### src/rtl/mux2_sel_arbiter_pkg.sv
// Shared definitions for the 2:1 mux select arbiter: grant states and default sizing.
package mux2_sel_arbiter_pkg;

    typedef enum logic [1:0] {
        ST_IDLE = 2'd0,
        ST_GNT0 = 2'd1,
        ST_GNT1 = 2'd2
    } arb_state_t;

    localparam int HOLD_CYC_DEF = 4;
    localparam int CNT_W_DEF    = 3;

endpackage

### src/rtl/mux2_sel_arbiter_if.sv
// Request/grant bundle between the two requesters and the mux select arbiter.
interface mux2_sel_arbiter_if;

    logic req0;
    logic req1;
    logic sel;
    logic gnt0;
    logic gnt1;
    logic busy;
    logic sw_pulse;

    modport master (
        output req0, req1,
        input  sel, gnt0, gnt1, busy, sw_pulse
    );

    modport slave (
        input  req0, req1,
        output sel, gnt0, gnt1, busy, sw_pulse
    );

endinterface

### src/rtl/mux2_hold_counter.sv
// Saturating grant-length counter; tc flags that the holder has used its full slot.
module mux2_hold_counter
    import mux2_sel_arbiter_pkg::*;
#(
    parameter int HOLD_CYC = HOLD_CYC_DEF,
    parameter int CNT_W    = CNT_W_DEF
) (
    input  logic             clk,
    input  logic             rst,
    input  logic             clear,
    input  logic             enable,
    output logic [CNT_W-1:0] cnt,
    output logic             tc
);

    localparam logic [CNT_W-1:0] CNT_MAX = CNT_W'(HOLD_CYC - 1);

    // Clear wins over enable so a fresh grant always starts its slot at zero.
    always_ff @(posedge clk) begin
        if (rst) begin
            cnt <= '0;
        end else if (clear) begin
            cnt <= '0;
        end else if (enable && (cnt != CNT_MAX)) begin
            cnt <= cnt + CNT_W'(1);
        end
    end

    assign tc = (cnt == CNT_MAX);

endmodule

### src/rtl/mux2_sel_arbiter.sv
// Registered round-robin arbiter driving the select line of the downstream 2:1 mux.
module mux2_sel_arbiter
    import mux2_sel_arbiter_pkg::*;
#(
    parameter int HOLD_CYC = HOLD_CYC_DEF,
    parameter int CNT_W    = CNT_W_DEF
) (
    input  logic                 clk,
    input  logic                 rst,
    mux2_sel_arbiter_if.slave    bus
);

    arb_state_t       state;
    arb_state_t       state_nxt;
    logic             sel_q;
    logic             sel_nxt;
    logic             last;
    logic             last_nxt;
    logic             sw_pulse_q;
    logic             enter_grant;
    logic             stay_grant;
    logic             tc;
    logic [CNT_W-1:0] cnt;

    mux2_hold_counter #(
        .HOLD_CYC (HOLD_CYC),
        .CNT_W    (CNT_W)
    ) u_hold (
        .clk    (clk),
        .rst    (rst),
        .clear  (enter_grant),
        .enable (stay_grant),
        .cnt    (cnt),
        .tc     (tc)
    );

    // last remembers which side was granted most recently; it breaks ties out of IDLE.
    always_comb begin
        state_nxt = state;
        case (state)
            ST_IDLE: begin
                if (bus.req0 && bus.req1) begin
                    state_nxt = last ? ST_GNT0 : ST_GNT1;
                end else if (bus.req0) begin
                    state_nxt = ST_GNT0;
                end else if (bus.req1) begin
                    state_nxt = ST_GNT1;
                end
            end
            ST_GNT0: begin
                if (!bus.req0 && bus.req1) begin
                    state_nxt = ST_GNT1;
                end else if (!bus.req0) begin
                    state_nxt = ST_IDLE;
                end else if (bus.req1 && tc) begin
                    state_nxt = ST_GNT1;
                end
            end
            ST_GNT1: begin
                if (!bus.req1 && bus.req0) begin
                    state_nxt = ST_GNT0;
                end else if (!bus.req1) begin
                    state_nxt = ST_IDLE;
                end else if (bus.req0 && tc) begin
                    state_nxt = ST_GNT0;
                end
            end
            default: state_nxt = ST_IDLE;
        endcase

        enter_grant = (state_nxt != state) && (state_nxt != ST_IDLE);
        stay_grant  = (state_nxt == state) && (state != ST_IDLE);

        sel_nxt  = sel_q;
        last_nxt = last;
        if (enter_grant) begin
            sel_nxt  = (state_nxt == ST_GNT1);
            last_nxt = (state_nxt == ST_GNT1);
        end
    end

    always_ff @(posedge clk) begin
        if (rst) begin
            state      <= ST_IDLE;
            sel_q      <= 1'b0;
            last       <= 1'b1;
            sw_pulse_q <= 1'b0;
        end else begin
            state      <= state_nxt;
            sel_q      <= sel_nxt;
            last       <= last_nxt;
            sw_pulse_q <= (sel_nxt != sel_q);
        end
    end

    assign bus.sel      = sel_q;
    assign bus.gnt0     = (state == ST_GNT0);
    assign bus.gnt1     = (state == ST_GNT1);
    assign bus.busy     = (state == ST_GNT0) || (state == ST_GNT1);
    assign bus.sw_pulse = sw_pulse_q;

endmodule

### src/flat_wrapper.sv
// flat-port wrapper written by rule: the top's interface ports become plain ports
module mux2_sel_arbiter_flat import mux2_sel_arbiter_pkg::*;
#(
    parameter int HOLD_CYC = HOLD_CYC_DEF,
    parameter int CNT_W    = CNT_W_DEF
)
  (clk, rst, bus_req0, bus_req1, bus_sel, bus_gnt0, bus_gnt1, bus_busy, bus_sw_pulse);
  mux2_sel_arbiter_if bus_i ();
  input  logic clk;
  input  logic rst;
  input wire logic [$bits(bus_i.req0)-1:0] bus_req0;
  input wire logic [$bits(bus_i.req1)-1:0] bus_req1;
  output wire logic [$bits(bus_i.sel)-1:0] bus_sel;
  output wire logic [$bits(bus_i.gnt0)-1:0] bus_gnt0;
  output wire logic [$bits(bus_i.gnt1)-1:0] bus_gnt1;
  output wire logic [$bits(bus_i.busy)-1:0] bus_busy;
  output wire logic [$bits(bus_i.sw_pulse)-1:0] bus_sw_pulse;
  assign bus_i.req0 = bus_req0;
  assign bus_i.req1 = bus_req1;
  assign bus_sel = bus_i.sel;
  assign bus_gnt0 = bus_i.gnt0;
  assign bus_gnt1 = bus_i.gnt1;
  assign bus_busy = bus_i.busy;
  assign bus_sw_pulse = bus_i.sw_pulse;
  mux2_sel_arbiter #(.HOLD_CYC(HOLD_CYC), .CNT_W(CNT_W)) u_core (.clk(clk), .rst(rst), .bus(bus_i));
endmodule
### config.mk
export PLATFORM = sky130hd
export DESIGN_NAME = mux2_sel_arbiter_flat
export DESIGN_NICKNAME = d
export VERILOG_FILES = /design/src/rtl/mux2_sel_arbiter_pkg.sv /design/src/rtl/mux2_sel_arbiter_if.sv /design/src/rtl/mux2_hold_counter.sv /design/src/rtl/mux2_sel_arbiter.sv /design/src/flat_wrapper.sv
export SDC_FILE = /design/constraint.sdc
export NUM_CORES = 1
export LEC_CHECK = 0
export CAP_MARGIN = 20
export CORE_AREA = 4 4 41 43
export CTS_CLUSTER_DIAMETER = 30
export CTS_CLUSTER_SIZE = 24
export DETAILED_ROUTE_END_ITERATION = 8
export DIE_AREA = 0 0 45 47
export GPL_ROUTABILITY_DRIVEN = 0
export GPL_TIMING_DRIVEN = 0
export MAX_ROUTING_LAYER = met4
export PLACE_DENSITY = 0.76
export SYNTH_ARGS = -nofsm -noshare
export SYNTH_HDL_FRONTEND = slang
export SYNTH_SLANG_ARGS = --single-unit
### constraint.sdc
create_clock -name clk -period 4.1 [get_ports clk]
set_clock_uncertainty 0.1 [all_clocks]
set_input_delay 1.23 -clock clk [delete_from_list [all_inputs] [get_ports clk]]
set_output_delay 1.23 -clock clk [all_outputs]
set_load 0.005 [all_outputs]
======== Word level (Yosys, flattened, before mapping) ========
Cells that the tools add are included.
storage, ports and cells
  bits in registers ....................... 8
operators by class
  reductions and logical operators ........ 15
  equal/unequal tests ..................... 8
  multiplexer cells ....................... 12
  add/sub/neg operators ................... 1
operators with widths
  cell                   number
  $mux W2                10
  $logic_and A1 B1 Y1    8
  $pmux W2 S3            1
  $eq A2 B2 Y1 const B   2
  $reduce_bool A2 Y1     2
  $add A3 B1 Y3 const B  1
  $eq A3 B2 Y1 const B   1
  $ne A3 B2 Y1 const B   1
  $eq A2 B1 Y1 const B   1
  $eq A2 B2 Y1           1
  $logic_not A1 Y1       2
  $logic_not A2 Y1       1
  $ne A2 B2 Y1           1
  $reduce_or A2 Y1       1
  $logic_or A1 B1 Y1     1
  $mux W1                1
  $ne A1 B1 Y1           1

======== Logic depth before layout (Yosys ltp) ========
Gate-level depths: netlist of run 1.
  word-level depth ........................ 10
  depth in mapped cells ................... 9
  depth with buffers taken out ............ 8

======== Hierarchy ========
Synthesis of run 1 repeated with hierarchy kept, for this count alone.
unflattened totals
  cells, all modules ...................... 65
  area, all modules ....................... 591.8 um^2
modules (own cells, without submodules)
  module             sequential area each (um^2)  area each (um^2)  times used  cells an instance
  mux2_sel_arbiter   100.1                        439.2             1           52
  mux2_hold_counter  60.1                         152.6             1           13

======== Worst setup path after synthesis of run 1 ========
Ideal clock, no wire load.
  path type ............................... input to register
  from .................................... input port bus_req1
  to ...................................... register u_core.last
  path buffers ............................ 0
  data arrival time ....................... 2.488 ns
  cell stages on the path ................. 6
  setup time .............................. 0.122 ns
  setup slack ............................. 1.390 ns
  cells stage by stage .................... inv_1 o22ai_1 a211oi_4 nor4b_2 a211oi_1 a221o_1
on the way
  longest elaborated chain between the ends .. 7
  elaborated cells between the ends (all ways) .. 18
ends and longest elaborated chain
  element                                             RTL line                source
  start, declared                                     flat_wrapper.sv:12      input wire logic [$bits(bus_i.req1)-1:0] bus_req1;
  $logic_and A1 B1 Y1                                 mux2_sel_arbiter.sv:55  end else if (bus.req1 && tc) begin
  $mux W2                                             mux2_sel_arbiter.sv:55
  $mux W2                                             mux2_sel_arbiter.sv:53  end else if (!bus.req0) begin
  $mux W2                                             mux2_sel_arbiter.sv:51  if (!bus.req0 && bus.req1) begin
  $pmux W2 S3 *                                       mux2_sel_arbiter.sv:40  case (state)
  $ne A2 B2 Y1 or $reduce_bool A2 Y1 (tied branches)  mux2_sel_arbiter.sv:71  enter_grant = (state_nxt != state) && (state_nxt != ST_IDLE);
  $logic_and A1 B1 Y1                                 mux2_sel_arbiter.sv:71
  end signal, assigned                                mux2_sel_arbiter.sv:91  last <= last_nxt;
  end, declared                                       mux2_sel_arbiter.sv:17  logic last;
Every way passes the cells marked *; elsewhere a longest branch is shown, timed or not.
A chain may end at the register's enable or synchronous reset.

======== Worst setup path in the final report of run 1 ========
Ends and elaborated chain as after synthesis.

==> results of run 1 <==
[metrics by stage]
stage | cell area [um^2] | setup slack (ps) | std cells
5_1_grt | 813 | 748 | 106
2_1_floorplan | 692 | 1390 | 80
3_5_place_dp | 791 | 634 | 103
4_1_cts | 813 | 902 | 106
3_3_place_gp | 791 | 651 | 103
6_report | 813 | 854 | 106
[flip-flops by register name (all words and copies together) (netlist names)]
| signal | count |
|---|---|
| u_core.bus.sel | 1 |
| u_core.bus.sw_pulse | 1 |
| u_core.state | 2 |
| u_core.u_hold.cnt | 3 |
| u_core.last | 1 |
[power groups by stage]
| stage | logic, mW | registers, mW | clock network [mW] |
|---|---|---|---|
| floorplan | 0.155 | 0.112 | 0 |
| global placement | 0.208 | 0.115 | 0 |
| detailed placement | 0.211 | 0.116 | 0 |
| CTS | 0.212 | 0.114 | 0.0629 |
| global route | 0.237 | 0.116 | 0.0687 |
| finish | 0.214 | 0.114 | 0.0598 |
[kinds of logic (layout without fill, tap and decap cells)]
kind of cell / count (synthesis) / count (layout)
compound gates: 24 / 24
xor+xnor: 2 / 2
fa+ha+maj: 6 / 6
buf+inv: 6 / 17
flops: 8 / 8
mux: 1 / 1
simple gates: 33 / 33
[worst paths after layout]
check / to / slack (ps) / cells past startpoint
worst max-delay path: u_core.last / 850 / 7
worst min-delay path: u_core.u_hold.cnt[1] / 400 / 2
worst max register to register: u_core.last / 1400 / 8
worst min register to register: u_core.u_hold.cnt[1] / 400 / 2
[routing by layer]
layer  track usage [%]  vias up  part of all wire (%)
li1                  -      328                     -
met1              21.3      299                    46
met2              24.9       24                    48
met3              5.75        0                   5.9
met4              3.51        0                     0
met5                 -        -                     0
[cells in the final DEF (no fill, tap or decap), types with 2 or more instances in the layout]
master / count
nand2_1: 6
inv_1: 4
clkdlybuf4s50_1: 8
ha_1: 6
a21oi_1: 3
nand3_1: 2
a211oi_1: 4
xnor2_1: 2
a21o_1: 2
nand3b_1: 3
a311oi_2: 2
dfxtp_1: 8
nor3_1: 3
clkbuf_4: 3
a211oi_2: 2
nor2_1: 11
and3_1: 2
[area by class of cell]
type,count,area [um^2]
inverter,4,15.0
multi-input combinational,66,502
timing repair buffer,8,80.1
buffer,2,15.0
tap,15,18.8
fill,122,488
sequential,8,160
clock buffer,3,22.5
[worst min-delay path: cells and delay by family, from the launching register on]
kind / cells / cell delay [ps]
and+or+nand+nor: 1 / 70
DFF: 1 / 330
muxes: 1 / 70
==> metrics.md, run 1 <==
| Metric | Value |
|---|---|
| Outcome | complete, no violations |
| PortBufs | 8 |
| CTS buffer count | 3 |
| Chip width | about 45 um |
| Peak VDD IR | 230 uV |
| Fin Setup TNS | 0 ps |
| Post-Synthesis Cells | 80 |
| Hold WS | 404 ps |
| RSZ-0062 raised after global routing | no |
| CP max stage delay | a little over 500 ps |
| Largest family of logic cells by synthesized area | compound AO/OA/AOI/OAI gates |
| Post-synth cell types | 35 |
| Worst hold path class | reg -> reg |
| Final Hold Fails | 0 |
| Routed wire length per instance | 13.7 um |
| Iter 0 DRT Violations | 20 |
| Internal Power | 0.230 mW |
| DRT Pass-1 Iters | 4 |
| Flops & latches, synth | 8 |
| TritonCTS clock tree | built |
| Hold buffer count at CTS | 0 |
| WP data arrival | between 3000 and 4000 ps |
| CP Class | in -> reg |
| Drt total wl | between 1 and 1.5 mm |
| Congestion Overflow GR | 0 |
| Layout Utilization | a little over three fifths |
| Row Count | 13 |
| # setup viols final | 0 |
| CTS resizes | 0 |
| Initial Utilization | between 50% and 60% |
| CP startpoint kind | primary input |
| Core area | around 1300 um^2 |
| First-pass GRT wire length | approximately 2.5 mm |
| Worst-path fanout max | 8 |
| Diodes inserted | 0 |
| CTS sink count | 8 |
| Fin crit period | roughly 3200 ps |
| Layout cells sized above 1 | about 15% |
| Synth Cell Area | 692 um^2 |
| DP HPWL | between 1 and 1.5 mm |
| Post-Synth Adder-Cell Area | between 10% and 20% |
| CP max-delay cell | clkdlybuf4s50_1 |
| Tightest Pin Transition | roughly 530 ps |
| Ys flop type | dfxtp_1 |
| HP Start | u_core.u_hold.cnt[1] |
| Largest net degree at the start of global routing | 11 |
| Syn_nets | 90 |
| Ys async rst share | 0% |
| Most frequent cell after synthesis | nor2_1 |
| P&R area growth vs syn | 17.5% |
| H-tree levels | 1 |
| Reg clk slew, reported paths | 50 ps |
| Via/cell ratio | between 6 and 7 |
| Synth Area in Compound Gates | between 30 and 40% |
| Logic pwr share | between 50 and 60% |
| Simple-gate area share of the yosys netlist | 25.7% |
| Sequential cell fraction of total power | between 20 and 30% |
| Root buf cell | clkbuf_4 |
| Slew Viols, Final | 0 |
| Number of remaining DRC errors | 0 |
| Die height | about 47 um |
| IO Pins | 9 |
| Skew-Pair Late Insertion Delay | roughly 250 ps |
| Critical Path Start | bus_req1 |
| Critical path, cell by cell | clkdlybuf4s50_1 > inv_1 > o22ai_1 > a211oi_4 > nor4b_2 > a211oi_1 > a221o_1 |
| Post-detailed-route count of antenna-violating nets | 0 |
| Switching share of power | between 40% and 50% |
| Vias in the first global route | 573 |
| Antenna violations before repair | 0 |
| Setup bufs post-CTS | 0 |
| Syn. warnings | 0 |
| Max_cap viols | 0 |
| Mean area per synthesized cell | 8.65 um^2 |
| DR vias | 651 |
| R2R Path Start | u_core.state[0] |
| Cell Pwr Density | ~480 nW/um^2 |
| Design Power | ~0.39 mW |
| Synth area leaders | dfxtp_1 23%, ha_1 11%, nor2_1 6.0% |
| Pleak | between 0.2 and 0.3 nW |
| Number of synthesized flops with an enable pin | 0 |
| Post-synth top area cell | dfxtp_1 |
| CP required | between 4000 and 5000 ps |
| Total GRT Usage | 16.5% |
| Mux cell area share after synthesis | under 10% |
| Fin crit share | between 70 and 80% |
| Post-Synth XOR/XNOR Area | 2.53% |
| Die footprint | about 2100 um^2 |
| Fmax | between 300 and 400 MHz |
| Clock Tree Buf Depth | 2 |
| # nets final | ~100 |
| Critical Path Sink Type | flip-flop |
| Sw power | between 0.15 and 0.2 mW |
| Top cell family by delay on the critical path | compound AO/OA/AOI/OAI gates |
| Yosys top cell area share | about 23% |
| Post-synth top cells | 11 x nor2_1, 8 x dfxtp_1, 6 x ha_1, 6 x nand2_1 |
| CP bufs+invs | 2 |
| Clock Power Share | around 15% |
| Slew HR | 64.3% |
| Sequential area share after synthesis | a little under a quarter |
(Power assumes the default switching activity.)
==> run 2, diff against run 1 <==
--- a/config.mk
+++ b/config.mk
@@ -6,15 +6,15 @@
 export NUM_CORES = 1
 export LEC_CHECK = 0
 export CAP_MARGIN = 20
-export CORE_AREA = 4 4 41 43
+export CORE_AREA = 4 4 42 44
 export CTS_CLUSTER_DIAMETER = 30
 export CTS_CLUSTER_SIZE = 24
 export DETAILED_ROUTE_END_ITERATION = 8
-export DIE_AREA = 0 0 45 47
+export DIE_AREA = 0 0 46 48
 export GPL_ROUTABILITY_DRIVEN = 0
 export GPL_TIMING_DRIVEN = 0
 export MAX_ROUTING_LAYER = met4
-export PLACE_DENSITY = 0.76
+export PLACE_DENSITY = 0.72
 export SYNTH_ARGS = -nofsm -noshare
 export SYNTH_HDL_FRONTEND = slang
 export SYNTH_SLANG_ARGS = --single-unit
==> constraint.sdc (replaced) <==
create_clock -name clk -period 3.4 [get_ports clk]
set_clock_uncertainty 0.1 [all_clocks]
set_input_delay 1.02 -clock clk [delete_from_list [all_inputs] [get_ports clk]]
set_output_delay 1.02 -clock clk [all_outputs]
set_load 0.005 [all_outputs]
==> metrics.md, run 2 (synthesis gave the netlist of run 1 again) <==
| Metric | Value |
|---|---|
| Vias in the first global route | 563 (-1.7%) |
| RSZ-0062 raised after global routing | no |
| Core area | 1440 um^2 (+10%) |
| Worst-path fanout max | 8 (unchanged) |
| Fin crit period | approximately 3000 ps |
| Fmax | 332 MHz |
| DRT Pass-1 Iters | 4 (unchanged) |
| Critical path, cell by cell | clkdlybuf4s50_1 > inv_1 > o22ai_1 > a211oi_4 > nor4b_2 > a211oi_1 > a221o_1 |
| Final Hold Fails | 0 (unchanged) |
| DP HPWL | 1.13 mm (+0.56%) |
| Critical Path Sink Type | flip-flop |
| Finished Layout Cells | 107 (+0.94%) |
| Hold buffer count at CTS | 0 (unchanged) |
| Root buf cell | clkbuf_4 |
| Die footprint | 2210 um^2 (+4.4%) |
| First-pass GRT wire length | 2.51 mm (+0.84%) |
| Iter 0 DRT Violations | 8 (-60%) |
| CP max-delay cell | clkdlybuf4s50_1 |
| Top cell family by delay on the critical path | compound AO/OA/AOI/OAI gates |
| Crit path depth | 7 (unchanged) |
| Slew HR | 65.1% (+0.79 points) |
| Cell count after placement | 104 (+0.97%) |
| Fin Setup TNS | 0 ps (unchanged) |
| Pleak | 0.291 nW (unchanged) |
| Total GRT Usage | 16.6% (+0.084 points) |
| Largest net degree at the start of global routing | 11 (unchanged) |
| Antenna violations before repair | 0 (unchanged) |
| CTS buffer count | 3 (unchanged) |
| Number of remaining DRC errors | 0 (unchanged) |
| CP startpoint kind | primary input |
| Top reg by flops | u_core.u_hold.cnt |
| # fillers | 139 (+14%) |
| WP data arrival | 3060 ps (-230 ps) |
| IO Pins | 9 (unchanged) |
| Max_cap viols | 0 (unchanged) |
| CTS resizes | 0 (unchanged) |
| Fin crit share | between 80% and 90% |
| # nets final | 103 (unchanged) |
| Multi-input logic area | 502 um^2 (unchanged) |
| R2r worst-path depth | 8 (unchanged) |
| P&R area growth vs syn | 17.7% |
| Via/cell ratio | 5.84 (-4.9%) |
| CP required | 3450 ps (-690 ps) |
| DR vias | 625 (-4.0%) |
| Largest regs | u_core.u_hold.cnt: 3 flops, u_core.state: 2 flops |
| Slew Viols, Final | 0 (unchanged) |
| TritonCTS clock tree | built |
| Cell Pwr Density | 578 nW/um^2 (+21%) |
| Commonest non-fill, non-tap cell in the layout | nor2_1 |
| Max reg flops | 3 (unchanged) |
| CP Class | in -> reg |
| Row Count | 14 (+1) |
| Worst hold path class | reg -> reg |
| PortBufs | 8 (unchanged) |
| CP max stage delay | 500 ps (about the same) |
| Initial Utilization | 48.2% (-5.0 points) |
| Outcome | complete, no violations |
| # setup viols final | 0 (unchanged) |
| Routed wire length per instance | 14.3 um (+4.5%) |
| CP bufs+invs | 2 (unchanged) |
| Clock Tree Buf Depth | 2 (unchanged) |
| Chip width | 46 um (+2.2%) |
| Peak VDD IR | 326 uV (+42%) |
| Post-detailed-route count of antenna-violating nets | 0 (unchanged) |
| Diodes inserted | 0 (unchanged) |
| Congestion Overflow GR | 0 (unchanged) |
| Drt total wl | 1.53 mm (+5.5%) |
| Skew-Pair Late Insertion Delay | 260 ps (about the same) |
| Reg clk slew, reported paths | 60 ps (about the same) |
| Layout cells sized above 1 | 15.4% (unchanged) |
| H-tree levels | 1 (unchanged) |
| Register area | 160 um^2 (unchanged) |
| Setup bufs post-CTS | 0 (unchanged) |
| CTS sink count | 8 (unchanged) |
| Commonest cells after routing, fill and taps aside | 11 x nor2_1, 8 x clkdlybuf4s50_1, 8 x dfxtp_1 |
| Tightest Pin Transition | 520 ps (-11.7 ps) |
| WHS Path Cells | 2 (unchanged) |
| Die height | 48 um (+2.1%) |
[run 2: cell counts in the layout (fill, tap and decap cells not counted)]
No cell type changed its count.
[run 2: area by class of cell]
| cell class | instances | share of cell area [%] |
|---|---|---|
| well taps | 16 | 2.46 |
| multi-input cells | 66 | 61.6 |
| clock buffers | 3 | 2.76 |
| flip-flops and latches | 8 | 19.7 |
| inverters | 4 | 1.84 |
| plain buffers | 2 | 1.84 |
| repair buffers | 8 | 9.83 |
[run 2: per-layer routing]
| layer | wire (um) | up-vias | part of all wire (%) | track usage [%] |
|---|---|---|---|---|
| met5 | 0 | - | 0 | - |
| met4 | 35 | 0 | 2.3 | 6.82 |
| met3 | 75 | 6 | 4.9 | 6.02 |
| met2 | 711 | 12 | 47 | 25.8 |
| met1 | 704 | 279 | 46 | 19.2 |
| li1 | - | 328 | - | - |
[run 2: path summary, 6_finish.rpt]
kind                                      startpoint  slack, ps              endpoint
worst min-delay path            u_core.u_hold.cnt[1]        400  u_core.u_hold.cnt[1]
worst max-delay path                        bus_req1        390           u_core.last
worst max register to register       u_core.state[0]        700           u_core.last
worst min register to register  u_core.u_hold.cnt[1]        400  u_core.u_hold.cnt[1]
[run 2: where the power goes]
| part | total, mW | internal (mW) | switching [mW] |
|---|---|---|---|
| Clock | 0.0737 | 0.0405 | 0.0332 |
| Combinational | 0.259 | 0.122 | 0.137 |
| Sequential | 0.139 | 0.115 | 0.0235 |
| Total | 0.471 | 0.277 | 0.194 |
[run 2: stage by stage]
step,worst slack [ps],cell area [um^2],utilization [%],power [mW],hold slack [ps]
finish,390,815,56.7,0.471,400
global route,250,815,56.7,0.511,445
CTS,411,815,56.7,0.473,408
detailed placement,143,792,55.1,0.396,395
global placement,160,792,55.1,0.391,378
floorplan,900,692,-,0.322,365
[run 2: worst register-to-register path: cells and delay by family (launching register included)]
family	cells	cell delay (ps)
compound gates	5	1130
flops	1	540
simple gates	1	330
fa+ha+maj	1	320
buf+inv	1	190
